===== config.mk =====
export PLATFORM = sky130hd
export DESIGN_NAME = cpu_sequencer_flat
export DESIGN_NICKNAME = d
export VERILOG_FILES = /design/src/rtl/cpu_sequencer_if.sv /design/src/rtl/cpu_sequencer.sv /design/src/flat_wrapper.sv
export SDC_FILE = /design/constraint.sdc
export NUM_CORES = 1
export LEC_CHECK = 0
export CAP_MARGIN = 20
export CORE_UTILIZATION = 43
export CTS_CLUSTER_SIZE = 28
export DETAILED_ROUTE_END_ITERATION = 12
export PLACE_DENSITY = 0.82
export SETUP_SLACK_MARGIN = 0.02
export SLEW_MARGIN = 20
export SYNTH_ARGS = -nofsm -noshare
export SYNTH_HDL_FRONTEND = slang
export SYNTH_SLANG_ARGS = --single-unit

===== constraint.sdc =====
create_clock -name clk -period 2 [get_ports clk]
set_input_delay 0.3 -clock clk [delete_from_list [all_inputs] [get_ports clk]]
set_output_delay 0.3 -clock clk [all_outputs]
set_load 0.02 [all_outputs]

===== src/rtl/cpu_sequencer_if.sv =====
// Bus between cpu_sequencer and its surroundings: program ROM port,
// cpu_top control/result signals, start request and status flags.
interface cpu_sequencer_if #(
    parameter int DATA_WIDTH = 16,
    parameter int NUM_REGS   = 8,
    parameter int PC_WIDTH   = 8
);
    localparam int ADDR_WIDTH = $clog2(NUM_REGS);

    logic                  start;
    logic [PC_WIDTH-1:0]   prog_addr;
    logic [31:0]           prog_data;
    logic                  reg_write_enable;
    logic [ADDR_WIDTH-1:0] reg_write_addr;
    logic [DATA_WIDTH-1:0] reg_write_data;
    logic [ADDR_WIDTH-1:0] reg_read_addr1;
    logic [ADDR_WIDTH-1:0] reg_read_addr2;
    logic [3:0]            alu_comm;
    logic                  alu_mode;
    logic                  alu_cin;
    logic                  b_source_sel;
    logic [DATA_WIDTH-1:0] alu_b_imm;
    logic [DATA_WIDTH-1:0] alu_result;
    logic                  alu_cout;
    logic                  busy;
    logic                  halted;
    logic                  flag_c;
    logic                  flag_z;

    modport master (
        input  start, prog_data, alu_result, alu_cout,
        output prog_addr, reg_write_enable, reg_write_addr, reg_write_data,
               reg_read_addr1, reg_read_addr2, alu_comm, alu_mode, alu_cin,
               b_source_sel, alu_b_imm, busy, halted, flag_c, flag_z
    );

    modport slave (
        output start, prog_data, alu_result, alu_cout,
        input  prog_addr, reg_write_enable, reg_write_addr, reg_write_data,
               reg_read_addr1, reg_read_addr2, alu_comm, alu_mode, alu_cin,
               b_source_sel, alu_b_imm, busy, halted, flag_c, flag_z
    );
endinterface


===== src/rtl/cpu_sequencer.sv =====
// Instruction sequencer for cpu_top: fetches from a synchronous ROM,
// decodes ALU / LOADI / JUMP / HALT words and drives the register file
// and ALU controls. Every output comes straight from a register.
module cpu_sequencer #(
    parameter int DATA_WIDTH = 16,
    parameter int NUM_REGS   = 8,
    parameter int PC_WIDTH   = 8
) (
    input  logic          clk,
    input  logic          reset,
    cpu_sequencer_if.master bus
);
    localparam int ADDR_WIDTH = $clog2(NUM_REGS);

    typedef enum logic [2:0] {
        S_IDLE, S_FETCH, S_DECODE, S_EXEC, S_WB, S_HALTED
    } state_t;

    state_t                state_q, state_d;
    logic [PC_WIDTH-1:0]   pc_q, pc_d;
    logic [ADDR_WIDTH-1:0] rd_q, rd_d;
    logic                  we_q, we_d;
    logic [ADDR_WIDTH-1:0] waddr_q, waddr_d;
    logic [DATA_WIDTH-1:0] wdata_q, wdata_d;
    logic [ADDR_WIDTH-1:0] ra1_q, ra1_d;
    logic [ADDR_WIDTH-1:0] ra2_q, ra2_d;
    logic [3:0]            comm_q, comm_d;
    logic                  mode_q, mode_d;
    logic                  cin_q, cin_d;
    logic                  bsel_q, bsel_d;
    logic [DATA_WIDTH-1:0] imm_q, imm_d;
    logic                  busy_q, busy_d;
    logic                  halted_q, halted_d;
    logic                  fc_q, fc_d;
    logic                  fz_q, fz_d;
    logic                  jump_take;
    logic                  unused_bits;

    // Reserved instruction bit carries no meaning.
    assign unused_bits = bus.prog_data[16];

    // Next-state and next-output decode; ROM data is valid in DECODE, so the
    // ALU controls are loaded on the DECODE exit edge and hold through EXEC/WB.
    always_comb begin
        state_d   = state_q;
        pc_d      = pc_q;
        rd_d      = rd_q;
        we_d      = 1'b0;
        waddr_d   = waddr_q;
        wdata_d   = wdata_q;
        ra1_d     = ra1_q;
        ra2_d     = ra2_q;
        comm_d    = comm_q;
        mode_d    = mode_q;
        cin_d     = cin_q;
        bsel_d    = bsel_q;
        imm_d     = imm_q;
        halted_d  = halted_q;
        fc_d      = fc_q;
        fz_d      = fz_q;
        jump_take = 1'b0;

        unique case (bus.prog_data[29:28])
            2'b00:   jump_take = 1'b1;
            2'b01:   jump_take = fc_q;
            2'b10:   jump_take = fz_q;
            default: jump_take = !fz_q;
        endcase

        case (state_q)
            S_IDLE, S_HALTED: begin
                if (bus.start) begin
                    state_d  = S_FETCH;
                    pc_d     = '0;
                    fc_d     = 1'b0;
                    fz_d     = 1'b0;
                    halted_d = 1'b0;
                end
            end
            S_FETCH: state_d = S_DECODE;
            S_DECODE: begin
                unique case (bus.prog_data[31:30])
                    2'b00: begin
                        state_d = S_EXEC;
                        comm_d  = bus.prog_data[29:26];
                        mode_d  = bus.prog_data[25];
                        cin_d   = bus.prog_data[24];
                        bsel_d  = bus.prog_data[23];
                        rd_d    = bus.prog_data[20 +: ADDR_WIDTH];
                        ra1_d   = bus.prog_data[17 +: ADDR_WIDTH];
                        ra2_d   = bus.prog_data[0 +: ADDR_WIDTH];
                        imm_d   = DATA_WIDTH'(bus.prog_data[15:0]);
                    end
                    2'b01: begin
                        state_d = S_WB;
                        we_d    = 1'b1;
                        waddr_d = bus.prog_data[20 +: ADDR_WIDTH];
                        wdata_d = DATA_WIDTH'(bus.prog_data[15:0]);
                    end
                    2'b10: begin
                        state_d = S_FETCH;
                        pc_d    = jump_take ? bus.prog_data[PC_WIDTH-1:0]
                                            : pc_q + PC_WIDTH'(1);
                    end
                    default: begin
                        state_d  = S_HALTED;
                        halted_d = 1'b1;
                    end
                endcase
            end
            S_EXEC: begin
                state_d = S_WB;
                we_d    = 1'b1;
                waddr_d = rd_q;
                wdata_d = bus.alu_result;
                fc_d    = bus.alu_cout;
                fz_d    = (bus.alu_result == '0);
            end
            S_WB: begin
                state_d = S_FETCH;
                pc_d    = pc_q + PC_WIDTH'(1);
            end
            default: state_d = S_IDLE;
        endcase

        busy_d = (state_d == S_FETCH) || (state_d == S_DECODE) ||
                 (state_d == S_EXEC)  || (state_d == S_WB);
    end

    // State and output registers; reset clears everything back to IDLE.
    always_ff @(posedge clk) begin
        if (reset) begin
            state_q  <= S_IDLE;
            pc_q     <= '0;
            rd_q     <= '0;
            we_q     <= 1'b0;
            waddr_q  <= '0;
            wdata_q  <= '0;
            ra1_q    <= '0;
            ra2_q    <= '0;
            comm_q   <= '0;
            mode_q   <= 1'b0;
            cin_q    <= 1'b0;
            bsel_q   <= 1'b0;
            imm_q    <= '0;
            busy_q   <= 1'b0;
            halted_q <= 1'b0;
            fc_q     <= 1'b0;
            fz_q     <= 1'b0;
        end else begin
            state_q  <= state_d;
            pc_q     <= pc_d;
            rd_q     <= rd_d;
            we_q     <= we_d;
            waddr_q  <= waddr_d;
            wdata_q  <= wdata_d;
            ra1_q    <= ra1_d;
            ra2_q    <= ra2_d;
            comm_q   <= comm_d;
            mode_q   <= mode_d;
            cin_q    <= cin_d;
            bsel_q   <= bsel_d;
            imm_q    <= imm_d;
            busy_q   <= busy_d;
            halted_q <= halted_d;
            fc_q     <= fc_d;
            fz_q     <= fz_d;
        end
    end

    assign bus.prog_addr        = pc_q;
    assign bus.reg_write_enable = we_q;
    assign bus.reg_write_addr   = waddr_q;
    assign bus.reg_write_data   = wdata_q;
    assign bus.reg_read_addr1   = ra1_q;
    assign bus.reg_read_addr2   = ra2_q;
    assign bus.alu_comm         = comm_q;
    assign bus.alu_mode         = mode_q;
    assign bus.alu_cin          = cin_q;
    assign bus.b_source_sel     = bsel_q;
    assign bus.alu_b_imm        = imm_q;
    assign bus.busy             = busy_q;
    assign bus.halted           = halted_q;
    assign bus.flag_c           = fc_q;
    assign bus.flag_z           = fz_q;
endmodule


===== src/flat_wrapper.sv =====
// flat-port wrapper written by rule: the top's interface ports become plain ports
module cpu_sequencer_flat 
#(
    parameter int DATA_WIDTH = 16,
    parameter int NUM_REGS   = 8,
    parameter int PC_WIDTH   = 8
)
  (clk, reset, bus_start, bus_prog_data, bus_alu_result, bus_alu_cout, bus_prog_addr, bus_reg_write_enable, bus_reg_write_addr, bus_reg_write_data, bus_reg_read_addr1, bus_reg_read_addr2, bus_alu_comm, bus_alu_mode, bus_alu_cin, bus_b_source_sel, bus_alu_b_imm, bus_busy, bus_halted, bus_flag_c, bus_flag_z);
  cpu_sequencer_if #(.DATA_WIDTH(DATA_WIDTH), .NUM_REGS(NUM_REGS), .PC_WIDTH(PC_WIDTH)) bus_i ();
  input  logic clk;
  input  logic reset;
  input wire logic [$bits(bus_i.start)-1:0] bus_start;
  input wire logic [$bits(bus_i.prog_data)-1:0] bus_prog_data;
  input wire logic [$bits(bus_i.alu_result)-1:0] bus_alu_result;
  input wire logic [$bits(bus_i.alu_cout)-1:0] bus_alu_cout;
  output wire logic [$bits(bus_i.prog_addr)-1:0] bus_prog_addr;
  output wire logic [$bits(bus_i.reg_write_enable)-1:0] bus_reg_write_enable;
  output wire logic [$bits(bus_i.reg_write_addr)-1:0] bus_reg_write_addr;
  output wire logic [$bits(bus_i.reg_write_data)-1:0] bus_reg_write_data;
  output wire logic [$bits(bus_i.reg_read_addr1)-1:0] bus_reg_read_addr1;
  output wire logic [$bits(bus_i.reg_read_addr2)-1:0] bus_reg_read_addr2;
  output wire logic [$bits(bus_i.alu_comm)-1:0] bus_alu_comm;
  output wire logic [$bits(bus_i.alu_mode)-1:0] bus_alu_mode;
  output wire logic [$bits(bus_i.alu_cin)-1:0] bus_alu_cin;
  output wire logic [$bits(bus_i.b_source_sel)-1:0] bus_b_source_sel;
  output wire logic [$bits(bus_i.alu_b_imm)-1:0] bus_alu_b_imm;
  output wire logic [$bits(bus_i.busy)-1:0] bus_busy;
  output wire logic [$bits(bus_i.halted)-1:0] bus_halted;
  output wire logic [$bits(bus_i.flag_c)-1:0] bus_flag_c;
  output wire logic [$bits(bus_i.flag_z)-1:0] bus_flag_z;
  assign bus_i.start = bus_start;
  assign bus_i.prog_data = bus_prog_data;
  assign bus_i.alu_result = bus_alu_result;
  assign bus_i.alu_cout = bus_alu_cout;
  assign bus_prog_addr = bus_i.prog_addr;
  assign bus_reg_write_enable = bus_i.reg_write_enable;
  assign bus_reg_write_addr = bus_i.reg_write_addr;
  assign bus_reg_write_data = bus_i.reg_write_data;
  assign bus_reg_read_addr1 = bus_i.reg_read_addr1;
  assign bus_reg_read_addr2 = bus_i.reg_read_addr2;
  assign bus_alu_comm = bus_i.alu_comm;
  assign bus_alu_mode = bus_i.alu_mode;
  assign bus_alu_cin = bus_i.alu_cin;
  assign bus_b_source_sel = bus_i.b_source_sel;
  assign bus_alu_b_imm = bus_i.alu_b_imm;
  assign bus_busy = bus_i.busy;
  assign bus_halted = bus_i.halted;
  assign bus_flag_c = bus_i.flag_c;
  assign bus_flag_z = bus_i.flag_z;
  cpu_sequencer #(.DATA_WIDTH(DATA_WIDTH), .NUM_REGS(NUM_REGS), .PC_WIDTH(PC_WIDTH)) u_core (.clk(clk), .reset(reset), .bus(bus_i));
endmodule

Word level (Yosys, flattened, before mapping)
Cells that the tools add are included.
{ "op_classes": {"add_sub_neg": 1, "n_mux": 19, "eq_ne": 17, "n_reduce_logical": 19} }
{ "ops": {"columns": ["cell", "count"], "rows": [
  ["case mux 16 bit (2 select lines)", 1],
  ["two-way mux 8 bit", 3],
  ["case mux 8 bit (3 select lines)", 1],
  ["logical NOT 16 bit", 1],
  ["two-way mux 16 bit", 1],
  ["case mux 3 bit (5 select lines)", 1],
  ["equality test 3 x 2 -> 1 bit (second input constant)", 4],
  ["equality test 3 bit (second input constant)", 3],
  ["case mux 3 bit (3 select lines)", 1],
  ["adder 8 x 1 -> 8 bit (second input constant)", 1],
  ["case mux 1 bit (2 select lines)", 4],
  ["equality test 3 x 1 -> 1 bit (second input constant)", 2],
  ["two-way mux 3 bit", 2],
  ["case mux 3 bit (2 select lines)", 1],
  ["AND reduction 2 bit", 3],
  ["AND reduction 3 bit", 2],
  ["nonzero test 2 bit", 3],
  ["equality test 2 x 1 -> 1 bit (second input constant)", 2],
  ["equality test 2 bit (second input constant)", 2],
  ["logical NOT 2 bit", 2],
  ["inequality test 2 x 1 -> 1 bit (second input constant)", 2],
  ["inequality test 2 bit (second input constant)", 2],
  ["logical NOT 3 bit", 1],
  ["logical OR 1 bit", 3],
  ["6 further kinds", 8]
]} }
{ "totals": {"out_inout_bits": 61, "in_bits": 52, "ff_bits": 67, "elab_cells": 73} }

Logic depth before layout (Yosys ltp)
{ "logic_depth": {"ltp_word": 7, "ltp_mapped": 7, "ltp_nobuf": 6} }

Worst setup path before layout
No wires, ideal clock.
{ "synth_path": {"path_type": "register to register", "startpoint": "register u_core.state_q[1]", "endpoint": "register u_core.wdata_q[0] (netlist: u_core.bus.reg_write_data[0])", "path_stages_with_launch": 7, "setup_ns": 0.128, "t_required_ns": 1.872, "path_buffers": 2, "period_less_slack_ns": 1.593, "slack_ns": 0.407, "t_arrival_ns": 1.466, "cell_sequence": "dfxtp_1 > buf_2 > nor2b_1 > a21bo_2 > clkbuf_1 > a222oi_1 > nor2_1"} }
{ "synth_between": {"elab_chain_cells": 3, "word_cells_on_any_way": 6, "classes_between": "3 x eq/ne; 1 x mux; 2 x reduce/logical"} }
{ "synth_rtl": {"columns": ["item", "line_no", "rtl"], "rows": [
  ["from (decl)", "cpu_sequencer.sv:19", "state_t state_q, state_d;"],
  ["from (signal assigned)", "cpu_sequencer.sv:151", "state_q <= state_d;"],
  ["equality test 3 x 2 -> 1 bit", "cpu_sequencer.sv:70", "case (state_q)"],
  ["inequality test 2 x 1 -> 1 bit (no line) or nonzero test 2 bit (tied branches)", null, null],
  ["AND reduction 2 bit (no line)", null, null],
  ["to (signal assigned)", "cpu_sequencer.sv:156", "wdata_q <= wdata_d;"],
  ["to (decl)", "cpu_sequencer.sv:24", "logic [DATA_WIDTH-1:0] wdata_q, wdata_d;"]
]} }
Parallel ways exist; a longest one is shown, timed or not.
A chain may end at the register's enable or synchronous reset.

Worst setup path in the final report
{ "layout_path": {"startpoint": "register u_core.state_q[2]", "endpoint": "register u_core.pc_q[3] (netlist: u_core.bus.prog_addr[3])"} }
{ "layout_between": {"elab_chain_cells": 4, "word_cells_on_any_way": 10, "classes_between": "5 x eq/ne; 1 x mux; 4 x reduce/logical"} }
{ "layout_rtl": {"columns": ["item", "line_no", "rtl"], "rows": [
  ["equality test 3 bit or logical NOT 3 bit (tied branches)", "cpu_sequencer.sv:70", null],
  ["OR reduction 2 bit", "cpu_sequencer.sv:70", null],
  ["inequality test 2 bit (no line) or nonzero test 3 bit (tied branches)", null, null],
  ["AND reduction 3 bit (no line)", null, null],
  ["to (signal assigned)", "cpu_sequencer.sv:152", "pc_q <= pc_d;"],
  ["to (decl)", "cpu_sequencer.sv:20", "logic [PC_WIDTH-1:0] pc_q, pc_d;"]
]} }
Parallel ways exist; a longest one is shown, timed or not.

==> impl_metrics.ini <==
[synth]
ys_warn_count = 0
synthFlopType = dfxtp_1
synth_async_sr_flop_share_pct = 0
syn_inst = 335
synth_seq_cells = 64
syn_area_um2 = 2770
synth_edf_count = 0
syn_area_per_cell_um2 = 8.28
syn-num-nets = 388
synth_cell_types = 50
yosysSeqAreaShare_pct = 46.2

[clocking]
numCtsBuffers = 9
clockBufferDepth = 2
clock_sinks = 64
cts_tree = yes
ctsHoldBuffers = 0
clk_latency_ns = 0.34
postCtsSetupBuffers = 0
cts_resized = 0
cts-root-buf = clkbuf_8
clk_pin_slew_worst_paths_ns = 0.07
htreeDepth = 3

[run]
cap_violations = 0

[routing]
drc = 0
dr.pass1.iters = 5
via_count = 2961
wl_per_cell_um = 15.3
routed_wl_um = 8090
vias_per_cell = 5.61
route.antenna.remaining_nets = 0
drtIter0Drc = 174

[global_route]
grt_max_degree = 53
grt_pass1_vias = 2772
grt_pass1_wl_um = 12800
grt.overflow.total = 0
antenna_found_initial = 0
track_usage_pct = 25.3

[sta]
layout_min_cycle_time_ns = 1.79
final-hold-violation-count = 0
setup_viol = 0
worst_slack_ns = 0.210
worst-slew-pin-transition_ns = 0.550
slew_violations = 0
skew_ns = 0.00708
rsz0062_at_grt = false
slew_headroom_pct = 63.3
fmax_mhz = 559
fin_crit_sh_pct = 89.5

[floorplan]
dieArea_um2 = 6770
core_region_area_um2 = 6060
rows = 28
die_x_um = 82.3
initial_core_util_pct = 45.7
die_y_um = 82.3
ios = 113

[cells_and_area]
final_util_pct = 69.0
area_delta_synth_final_pct = 50.7
regArea_um2 = 1280
finalNetCount = 502
num-fill-cells = 488
drive_gt1_share_pct = 8.83
diodes = 0
multi_input_area_um2 = 1360

[worst_setup_path]
crit_path_end_kind = flop
worstPathMaxFanout = 11
critical_path_class = flop to flop
arrival_ns = 2.04
cp_data_required_time_ns = 2.25
start_kind = flop

[power_and_ir_drop]
leakagePower_nw = 1.48
powerDensity_nw_per_um2 = 677
irDropWorstVdd_mv = 0.594

[placement]
io_buffers = 111
pre_cts_ws_ns = -0.0980
routabilityCongestion = 0.879
dpl.hpwl_um = 5830

[status]
status = completed

[min_path]
min_path_type = input pin to flop
-- synth_stat cells (3+ instances only) --
| cell type | count | area [um^2] |
|---|---|---|
| nor3b_1 | 4 | 30.0 |
| nand2b_1 | 4 | 25.0 |
| nor2b_1 | 6 | 37.5 |
| nor4_1 | 4 | 25.0 |
| and2_1 | 3 | 18.8 |
| nor2_1 | 32 | 120 |
| nor3_1 | 4 | 20.0 |
| a21oi_1 | 40 | 200 |
| o21ai_0 | 9 | 45.0 |
| nand3_1 | 6 | 30.0 |
| nand2_1 | 73 | 274 |
| a222oi_1 | 17 | 170 |
| buf_4 | 5 | 37.5 |
| mux2i_1 | 3 | 30.0 |
| clkbuf_1 | 12 | 45.0 |
| dfxtp_1 | 64 | 1280 |
| buf_2 | 5 | 25.0 |
-- kinds of logic after synthesis --
family | after synthesis | synth area share (%)
simple gates | 148 | 24.8
compound gates | 88 | 21.6
flops | 64 | 46.2
buf+inv | 28 | 4.96
xor+xnor | 3 | 0.948
mux | 3 | 1.08
fa+ha+maj | 1 | 0.451
-- layer usage --
metal | global-route usage [%] | wire length, um
met4 | 10.2 | 127
met1 | 30.6 | 3410
met5 | 0 | 0
met3 | 8.68 | 656
met2 | 40.8 | 3890
-- stage by stage --
step	cells	hold WS [ns]	power, mW	instance area [um^2]	TNS [ns]
finish	528	0.290	2.83	4180	0
global route	528	0.288	2.96	4180	0
CTS	528	0.267	2.85	4180	0
detailed placement	513	0.449	1.78	3990	-0.317
global placement	513	0.441	1.77	3990	-0.0240
floorplan	335	0.436	1.55	2770	0
-- flip-flops by register name (all words and copies together), names as in the netlist, 2 cells and up --
signal / cells
u_core.bus.reg_write_data: 16
u_core.bus.reg_write_addr: 3
u_core.bus.reg_read_addr2: 2
u_core.state_q: 3
u_core.bus.alu_b_imm: 14
u_core.bus.prog_addr: 8
u_core.bus.reg_read_addr1: 3
u_core.bus.alu_comm: 4
u_core.rd_q: 3
-- final timing paths --
check	from	endpoint	slack (ns)	cells after the start
setup reg to reg	u_core.state_q[2]	u_core.bus.prog_addr[3]	0.21	6
hold reg to reg	u_core.bus.alu_b_imm[12]	u_core.bus.alu_b_imm[12]	0.45	2
setup / recovery	u_core.state_q[2]	u_core.bus.prog_addr[3]	0.21	6
hold / removal	reset	u_core.bus.alu_comm[3]	0.29	2
-- critical path: stages, from the launching register on --
cell      delay, ns
dfxtp_1        0.41
or3b_4         0.45
nor3b_4        0.28
or2_1          0.18
buf_12         0.13
nand2_1        0.05
o221ai_1       0.20
-- cell type report --
type / instances / share of cell area, %
Inverter: 3 / 0.269
Multi-Input combinational cell: 243 / 32.5
Sequential cell: 64 / 30.7
Clock buffer: 12 / 3.47
Timing Repair Buffer: 128 / 29.8
Tap cell: 75 / 2.25
Clock inverter: 3 / 1.02
-- power breakdown --
group / switching, mW / leakage [nW] / internal (mW)
combinational: 0.203 / 0.867 / 0.222
sequential: 0.0252 / 0.517 / 1.31
clock: 0.472 / 0.0925 / 0.602
total: 0.699 / 1.48 / 2.13
-- cells in the final DEF, fill, tap and decap left out, types with 3 or more instances in the layout --
master,n
and2_1,3
dfxtp_1,64
mux2i_1,3
nand2b_1,4
nor4_1,4
buf_4,16
o21ai_0,9
nor2b_1,6
clkbuf_8,10
nand2_1,73
a222oi_1,17
nor2_1,32
a21oi_1,40
nor3_1,3
clkdlybuf4s50_1,110
nand3_1,6
nor3b_1,4
No activity file was read; power rests on OpenSTA's default activity.
